--- config.mk ---
export PLATFORM = sky130hd
export DESIGN_NAME = redundant_exec_ctrl
export DESIGN_NICKNAME = d
export VERILOG_FILES = /design/src/rtl/redundant_pkg.sv /design/src/rtl/sat_counter.sv /design/src/rtl/redundant_exec_ctrl.sv
export SDC_FILE = /design/constraint.sdc
export NUM_CORES = 1
export LEC_CHECK = 0
export ABC_AREA = 1
export CAP_MARGIN = 15
export CORE_MARGIN = 10
export CORE_UTILIZATION = 50
export CTS_CLUSTER_SIZE = 40
export DETAILED_ROUTE_END_ITERATION = 16
export GPL_TIMING_DRIVEN = 0
export PLACE_DENSITY = 0.91
export SLEW_MARGIN = 15
export SYNTH_ARGS = -nofsm -noshare
export SYNTH_HDL_FRONTEND = slang
export SYNTH_SLANG_ARGS = --single-unit
--- constraint.sdc ---
create_clock -name clock -period 2.65 [get_ports clock]
set_input_delay 0.53 -clock clock [delete_from_list [all_inputs] [get_ports clock]]
set_output_delay 0.53 -clock clock [all_outputs]
set_load 0.02 [all_outputs]
--- src/rtl/redundant_pkg.sv ---
// Shared types and widths for the dual-replica execution sequencer.
package redundant_pkg;

  typedef enum logic [1:0] {
    IDLE  = 2'd0,
    ISSUE = 2'd1,
    WAIT  = 2'd2,
    DONE  = 2'd3
  } state_t;

  localparam int RETRY_W  = 3;
  localparam int LAT_W    = 4;
  localparam int ERRCNT_W = 8;

endpackage

--- src/rtl/sat_counter.sv ---
// Up-counter that sticks at all-ones; cleared only by asynchronous reset.
module sat_counter #(
  parameter int W = 8
) (
  input  logic         clock,
  input  logic         reset,
  input  logic         inc,
  output logic [W-1:0] count
);

  always_ff @(posedge clock or posedge reset) begin
    if (reset) begin
      count <= '0;
    end else if (inc && (count != {W{1'b1}})) begin
      count <= count + W'(1);
    end
  end

endmodule

--- src/rtl/redundant_exec_ctrl.sv ---
// Issue/compare/retry sequencer for a dual-replica datapath.
// Optional mismatch counter port err_count is built when REDUNDANT_ERR_COUNT_EN is defined.
module redundant_exec_ctrl
  import redundant_pkg::*;
#(
  parameter int WIDTH     = 2,
  parameter int LATENCY   = 1,
  parameter int MAX_RETRY = 3
) (
  input  logic               clock,
  input  logic               reset,
  input  logic               in_valid,
  output logic               in_ready,
  input  logic [WIDTH-1:0]   in_data,
  output logic [WIDTH-1:0]   dp_in,
  output logic               dp_start,
  input  logic [WIDTH-1:0]   dp_res_a,
  input  logic [WIDTH-1:0]   dp_res_b,
  output logic               out_valid,
  input  logic               out_ready,
  output logic [WIDTH-1:0]   out_data,
  output logic               out_err,
  output logic [2:0]         out_retries
`ifdef REDUNDANT_ERR_COUNT_EN
  ,
  output logic [ERRCNT_W-1:0] err_count
`endif
);

  localparam logic [RETRY_W-1:0] MAX_R    = RETRY_W'(MAX_RETRY);
  localparam logic [LAT_W-1:0]   LAT_LOAD = LAT_W'(LATENCY - 1);

  state_t             state, state_nxt;
  logic [RETRY_W-1:0] retry_cnt;
  logic [LAT_W-1:0]   lat_cnt;
  logic               mismatch;
  logic               sample;

  assign mismatch = (dp_res_a != dp_res_b);

  always_ff @(posedge clock or posedge reset) begin
    if (reset) state <= IDLE;
    else       state <= state_nxt;
  end

  always_comb begin
    state_nxt = state;
    in_ready  = 1'b0;
    dp_start  = 1'b0;
    out_valid = 1'b0;
    sample    = 1'b0;
    case (state)
      IDLE: begin
        in_ready = 1'b1;
        if (in_valid) state_nxt = ISSUE;
      end
      ISSUE: begin
        dp_start  = 1'b1;
        state_nxt = WAIT;
      end
      WAIT: begin
        if (lat_cnt == '0) begin
          sample = 1'b1;
          if (mismatch && (retry_cnt != MAX_R)) state_nxt = ISSUE;
          else                                  state_nxt = DONE;
        end
      end
      DONE: begin
        out_valid = 1'b1;
        if (out_ready) state_nxt = IDLE;
      end
      default: state_nxt = IDLE;
    endcase
  end

  // Operand, counters and result registers; results only change on the final sample edge.
  always_ff @(posedge clock or posedge reset) begin
    if (reset) begin
      dp_in       <= '0;
      retry_cnt   <= '0;
      lat_cnt     <= '0;
      out_data    <= '0;
      out_err     <= 1'b0;
      out_retries <= '0;
    end else begin
      case (state)
        IDLE: begin
          if (in_valid) begin
            dp_in     <= in_data;
            retry_cnt <= '0;
          end
        end
        ISSUE: lat_cnt <= LAT_LOAD;
        WAIT: begin
          if (lat_cnt != '0) begin
            lat_cnt <= lat_cnt - LAT_W'(1);
          end else if (mismatch && (retry_cnt != MAX_R)) begin
            retry_cnt <= retry_cnt + RETRY_W'(1);
          end else begin
            out_data    <= dp_res_a;
            out_err     <= mismatch;
            out_retries <= retry_cnt;
          end
        end
        default: ;
      endcase
    end
  end

`ifdef REDUNDANT_ERR_COUNT_EN
  sat_counter #(
    .W(ERRCNT_W)
  ) u_err_count (
    .clock (clock),
    .reset (reset),
    .inc   (sample && mismatch),
    .count (err_count)
  );
`endif

endmodule

==> results of run 1 <==
[layer usage]
metal | vias to the layer above | track usage (%) | share of wire (%)
met2 | 27 | 17.1 | 47
met1 | 346 | 10.5 | 41
met3 | 4 | 4.84 | 11
met5 | - | 0 | 0
li1 | 387 | - | -
met4 | 0 | 4.19 | 1.5
[layout by cell type, fill, tap and decap left out, types with 2 or more instances in the layout]
master and count:
xnor2_1 2, nand3_1 5, mux2_2 2, dfrtp_1 17, clkbuf_4 3, o22ai_1 4, nor2_1 8, inv_1 15
nand4_1 6, nand2_4 2, ha_1 4, nand2_1 33, clkdlybuf4s50_1 20
[sequential cells by signal (all words and copies together) (netlist names)]
register	flops
out_data	2
retry_cnt	3
state	2
lat_cnt	4
out_retries	3
out_err	1
dp_in	2
[cells in the mapped netlist]
cell     instances
nand2_1         33
dfrtp_1         17
inv_1           15
nor2_1           8
nand4_1          6
nand3_1          5
ha_1             4
o22ai_1          4
mux2_2           2
nand2_4          2
xnor2_1          2
inv_2            1
inv_6            1
nand2_2          1
nand2_8          1
nand3_2          1
nor2_4           1
o21ai_1          1
xor2_1           1
[final cells by class]
| type | instances | area (um2) | area share, % |
|---|---|---|---|
| clock buffer | 4 | 26.3 | 2.25 |
| inverter | 17 | 68.8 | 5.89 |
| multi-input combinational | 72 | 415 | 35.6 |
| sequential | 17 | 425 | 36.4 |
| timing repair buffer | 20 | 200 | 17.1 |
| tap | 25 | 31.3 | 2.68 |
[power breakdown]
group | switching (mW) | total [mW] | internal [mW]
logic | 0.273 | 0.482 | 0.210
registers | 0.0635 | 0.389 | 0.326
clock network | 0.0786 | 0.137 | 0.0585
[logic make-up (layout without fill, tap and decap cells)]
logic type | count (synthesis) | count (layout) | share of synthesized area (%)
simple gates | 58 | 58 | 31.5
flops | 17 | 17 | 46.8
buf+inv | 17 | 41 | 7.56
compound gates | 5 | 5 | 3.30
fa+ha+maj | 4 | 4 | 5.50
xor+xnor | 3 | 3 | 2.89
mux | 2 | 2 | 2.48
[critical path, stage by stage (launching register included)]
cell	delay [ns]
dfrtp_1	0.46
nor2_1	0.21
clkdlybuf4s50_1	0.64
[worst paths after layout]
kind                                   to  slack [ns]
max                              in_ready        0.52
min                        out_retries[2]        0.49
max reg2reg                  retry_cnt[1]        1.13
min reg2reg                out_retries[2]        0.49
max in group asynchronous        dp_in[0]        1.64
min in group asynchronous     out_data[0]        0.61
[per-stage QoR]
step	hold WS, ns	instances	total power [mW]
6_report	0.492	155	1.01
3_3_place_gp	0.455	151	0.863
5_1_grt	0.502	155	1.08
3_5_place_dp	0.464	151	0.882
4_1_cts	0.489	155	1.02
2_1_floorplan	0.456	106	0.683
==> results.md, run 1 <==
- Synth area leaders: dfrtp_1 47%, nand2_1 14%, inv_1 6.2%
- Pwr per Cell Area: 864 nW/um2
- Min-delay worst type: reg2reg
- Net count after synthesis: 120
- YS warnings: 0
- HPWL after DPL: 1500 um
- Post-CTS Hold Buffers: 0
- Site Rows: 15
- Shortest period the worst path allows: 2.13 ns
- Startpoint types: register
- Violation count after the first detailed-route iteration: 23
- Total congestion overflow: 0
- Reg2reg path depth: 8
- Yosys top cell area share: 46.8%
- Setup bufs post-CTS: 0
- DR WL/cell: 11.7 um
- Setup CP Type: reg2out
- Post-CTS sizing: 0
- Vias per cell: 4.93
- Worst-Margin Slew: 0.616 ns
- RSZ-0062 raised after global routing: no
- Crit share post-route: 80.4%
- Syn Inst Count: 106
- H-tree levels: 1
- Total negative setup slack: 0 ns
- Crit-path max FO: 5
- Final GP Congestion: 0.753
- Root buffer cell: clkbuf_4
- Fin util: 67.6%
- Syn-to-layout area delta: 28.3%
- Post-place setup slack: 0.693 ns
- TritonCTS buffer count: 3
- Tot GR Track Use: 10.1%
- Final worst-path setup slack: 0.519 ns
- CTS tree: yes
- Status: complete, no violations
- Clk buf depth: 2
- DR pass1 iterations: 4
- Detail Route Antenna Nets: 0
- Total routed wirelength: 1810 um
- Netlist Area Pre-Place: 910 um2
- Flops & latches, synth: 17
- Worst Setup SP: state[0]
- Pin count of the biggest net entering global routing: 18
- Die Ht: 62.7 um
- Post-synth cell types: 19
- Via count: 764
- Sequential element share of the synthesized area: 46.8%
- Final instance area: 1170 um2
- Vias in the first global route: 781
- Sink Count: 17
- Post-route DRC: 0
- DIE AREA: 3930 um2
- Max Clock Freq: 0.469 GHz
- Die span in x: 62.7 um
- Area after DPL: 1140 um2
- Origin of the critical flop-to-flop path: retry_cnt[0]
- Fraction of final layout cells sized beyond drive strength 1: 10.0%
- Final Hold Violating Endpoints: 0
- Max-cap violation count: 0
- Fillers: 158
- Worst EP arrival: 1.60 ns
- Worst vdd rail ir drop: 0.735 mV
- Initial antenna violation count: 0
- WHS Path Cells: 2
- Slew headroom: 58.9%
- I/O pin cnt: 21
- Avg Inst Size Synth: 8.58 um2
- Nature of the critical path endpoint: output port
- Floorplan Core Area: 1730 um2
- Leakage: 0.609 nW
- Setup violators final: 0
- Worst EP required: 2.12 ns
- Hold path start: out_retries[2]
- Max Slew Vio Count: 0
- Antenna cell count: 0
- IO buf count: 20
- Synth area leader: dfrtp_1
- Wire length of the first global-routing pass: 3310 um
- Clk Latency, worst-skew pair: 0.29 ns
- Fin nets: 145
- Clk pin slew, worst setup/hold paths: 0.10 ns
- Initial Util: 52.7%
- Worst Skew: 0.00533 ns
No activity file was read; power rests on OpenSTA's default activity.
==> run 2: changes to the inputs <==
--- a/config.mk
+++ b/config.mk
@@ -8,11 +8,11 @@
 export ABC_AREA = 1
 export CAP_MARGIN = 15
 export CORE_MARGIN = 10
-export CORE_UTILIZATION = 50
+export CORE_UTILIZATION = 48
 export CTS_CLUSTER_SIZE = 40
 export DETAILED_ROUTE_END_ITERATION = 16
 export GPL_TIMING_DRIVEN = 0
-export PLACE_DENSITY = 0.91
+export PLACE_DENSITY = 0.88
 export SLEW_MARGIN = 15
 export SYNTH_ARGS = -nofsm -noshare
 export SYNTH_HDL_FRONTEND = slang
==> constraint.sdc (replaced) <==
create_clock -name clock -period 2.15 [get_ports clock]
set_input_delay 0.43 -clock clock [delete_from_list [all_inputs] [get_ports clock]]
set_output_delay 0.43 -clock clock [all_outputs]
set_load 0.02 [all_outputs]
==> run 2 against run 1 <==
Effect of this change:
- critical path depth stayed put
- power is 22% higher
- final cell count stayed put
- hold slack worse by 0.0092 ns
- largest power group unchanged
==> results.md, run 2 (synthesis results as in run 1) <==
- Antenna cell count: 0 (unchanged)
- FF-to-FF setup slack: 0.62 ns (-0.51 ns)
- DIE AREA: 4040 um2 (+2.8%)
- Crit share post-route: 94.2%
- Clk buf depth: 2 (unchanged)
- Final Hold Violating Endpoints: 0 (unchanged)
- Slew headroom: 57.8% (-1.1 points)
- Max Clock Freq: 0.494 GHz
- Origin of the critical flop-to-flop path: retry_cnt[0]
- Post-route DRC: 0 (unchanged)
- DR pass1 iterations: 4 (unchanged)
- Worst Setup SP: state[0]
- Pwr per Cell Area: 1060 nW/um2 (+22%)
- Initial antenna violation count: 0 (unchanged)
- R2R Path End: retry_cnt[1]
- H-tree levels: 1 (unchanged)
- Setup CP Type: reg2out
- Total routed wirelength: 1870 um (+3.3%)
- Met3 wire len: 117 um (-41%)
- Commonest non-fill, non-tap cells in the layout: 33 x nand2_1, 20 x clkdlybuf4s50_1, 17 x dfrtp_1, 15 x inv_1, 8 x nor2_1
- Die span in x: 63.5 um (+1.4%)
- Leakage: 0.609 nW (unchanged)
- Met2 WL post-DR: 941 um (+12%)
- Non-filler cells, final: 155 (unchanged)
- Violation count after the first detailed-route iteration: 11 (-52%)
- Tot GR Track Use: 10.5% (+0.44 points)
- Via count: 753 (-1.4%)
- Top Metal Used: met4
- Vias in the first global route: 799 (+2.3%)
- Power after layout: 1.23 mW (+22%)
- Worst vdd rail ir drop: 0.832 mV (+13%)
- I/O pin cnt: 21 (unchanged)
- Setup violators final: 0 (unchanged)
- Largest reg by FF count: lat_cnt
- Die Ht: 63.5 um (+1.4%)
- Fillers: 148 (-6.3%)
- CTS tree: yes
- Crit-path max FO: 5 (unchanged)
- Vias per cell: 4.86 (-1.4%)
- Commonest non-fill, non-tap cell in the layout: nand2_1
- Clk pin slew, worst setup/hold paths: 0.10 ns (about the same)
- IO buf count: 20 (unchanged)
- RSZ-0062 raised after global routing: no
- Crit path to: in_ready
- Clk Latency, worst-skew pair: 0.27 ns (-0.02 ns)
- Initial Util: 51.6% (-1.1 points)
- Fraction of final layout cells sized beyond drive strength 1: 10.0% (unchanged)
- Area occupied by multi-input gates: 415 um2 (unchanged)
- Setup bufs post-CTS: 0 (unchanged)
- Detail Route Antenna Nets: 0 (unchanged)
- Total negative setup slack: 0 ns (unchanged)
- DR WL/cell: 12.0 um (+3.3%)
- Critical-path cell list: nor2_1 > clkdlybuf4s50_1
- Worst-Margin Slew: 0.632 ns (+0.0159 ns)
- Post-CTS sizing: 0 (unchanged)
- Shortest period the worst path allows: 2.02 ns
- Floorplan Core Area: 1760 um2 (+2.2%)
- Worst EP arrival: 1.59 ns (about the same)
- Register area: 425 um2 (unchanged)
- Worst EP required: 1.72 ns (-0.40 ns)
- TritonCTS buffer count: 3 (unchanged)
- Nature of the critical path endpoint: output port
- Pin count of the biggest net entering global routing: 18 (unchanged)
- HPWL after DPL: 1490 um (-0.96%)
- Root buffer cell: clkbuf_4
- Final GP Congestion: 0.845 (+12%)
- Syn-to-layout area delta: 28.3% (unchanged)
- Sink Count: 17 (unchanged)
- Largest registers: lat_cnt (4), out_retries (3), retry_cnt (3)
- Fin nets: 145 (unchanged)
- Fin util: 66.2% (-1.4 points)
- Startpoint types: register
- Site Rows: 15 (unchanged)
- Total congestion overflow: 0 (unchanged)
- Status: complete, no violations
- Max Slew Vio Count: 0 (unchanged)
- Reg2reg path depth: 8 (unchanged)
- Max reg flops: 4 (unchanged)
- Worst path max stage delay: 0.65 ns (about the same)
- Post-Place Cells: 151 (unchanged)
- Worst Skew: 0.00416 ns (-0.00117 ns)
- Post-CTS Hold Buffers: 0 (unchanged)
- Min-delay worst type: reg2reg
- Wire length of the first global-routing pass: 3570 um (+7.9%)
- CP max-delay cell: clkdlybuf4s50_1
- Max-cap violation count: 0 (unchanged)
- Met1 wire length: 787 um (+6.6%)
==> run 2: cell counts in the layout (fill, tap and decap cells not counted) <==
Identical to the previous run, type by type.
==> run 2: how the worst min path moves through the flow <==
stage	depth (start not counted)	slack [ns]	from	end
after floorplan	1	0.36	reset	dp_in[0]
after global placement	2	0.45	out_retries[2]	out_retries[2]
after detailed placement	2	0.46	out_data[0]	out_data[0]
after CTS	2	0.49	out_data[0]	out_data[0]
after global routing	2	0.50	out_data[0]	out_data[0]
final	2	0.48	out_data[0]	out_data[0]
==> run 2: cell type report <==
cell class                      instances  share of cell area [%]
Multi-Input combinational cell         72                    35.6
Timing Repair Buffer                   20                    17.1
Sequential cell                        17                    36.4
Clock buffer                            4                    2.25
Tap cell                               25                    2.68
Inverter                               17                    5.89
==> run 2: metal layers <==
metal	vias up	GRT usage, %
li1	385	-
met1	354	11.2
met2	12	18.6
met3	2	4.24
met4	0	3.01
met5	-	0
==> run 2: per-stage QoR <==
stage	area, um2	hold slack [ns]	worst slack, ns
floorplan	910	0.356	0.786
global placement	1140	0.453	0.324
detailed placement	1140	0.461	0.291
CTS	1170	0.486	0.0895
global route	1170	0.497	0.0307
finish	1170	0.482	0.125
==> run 2: worst max-delay path, delay by kind of cell (launching register included) <==
| kind | cells | cell delay, ns |
|---|---|---|
| AND/OR/NAND/NOR | 1 | 0.21 |
| buffers and inverters | 1 | 0.65 |
| flip-flops | 1 | 0.46 |
==> run 2: power by group <==
part | total [mW] | leakage, nW | internal, mW | switching (mW)
Clock | 0.164 | 0.0150 | 0.0717 | 0.0926
Combinational | 0.591 | 0.369 | 0.258 | 0.333
Sequential | 0.477 | 0.226 | 0.401 | 0.0752
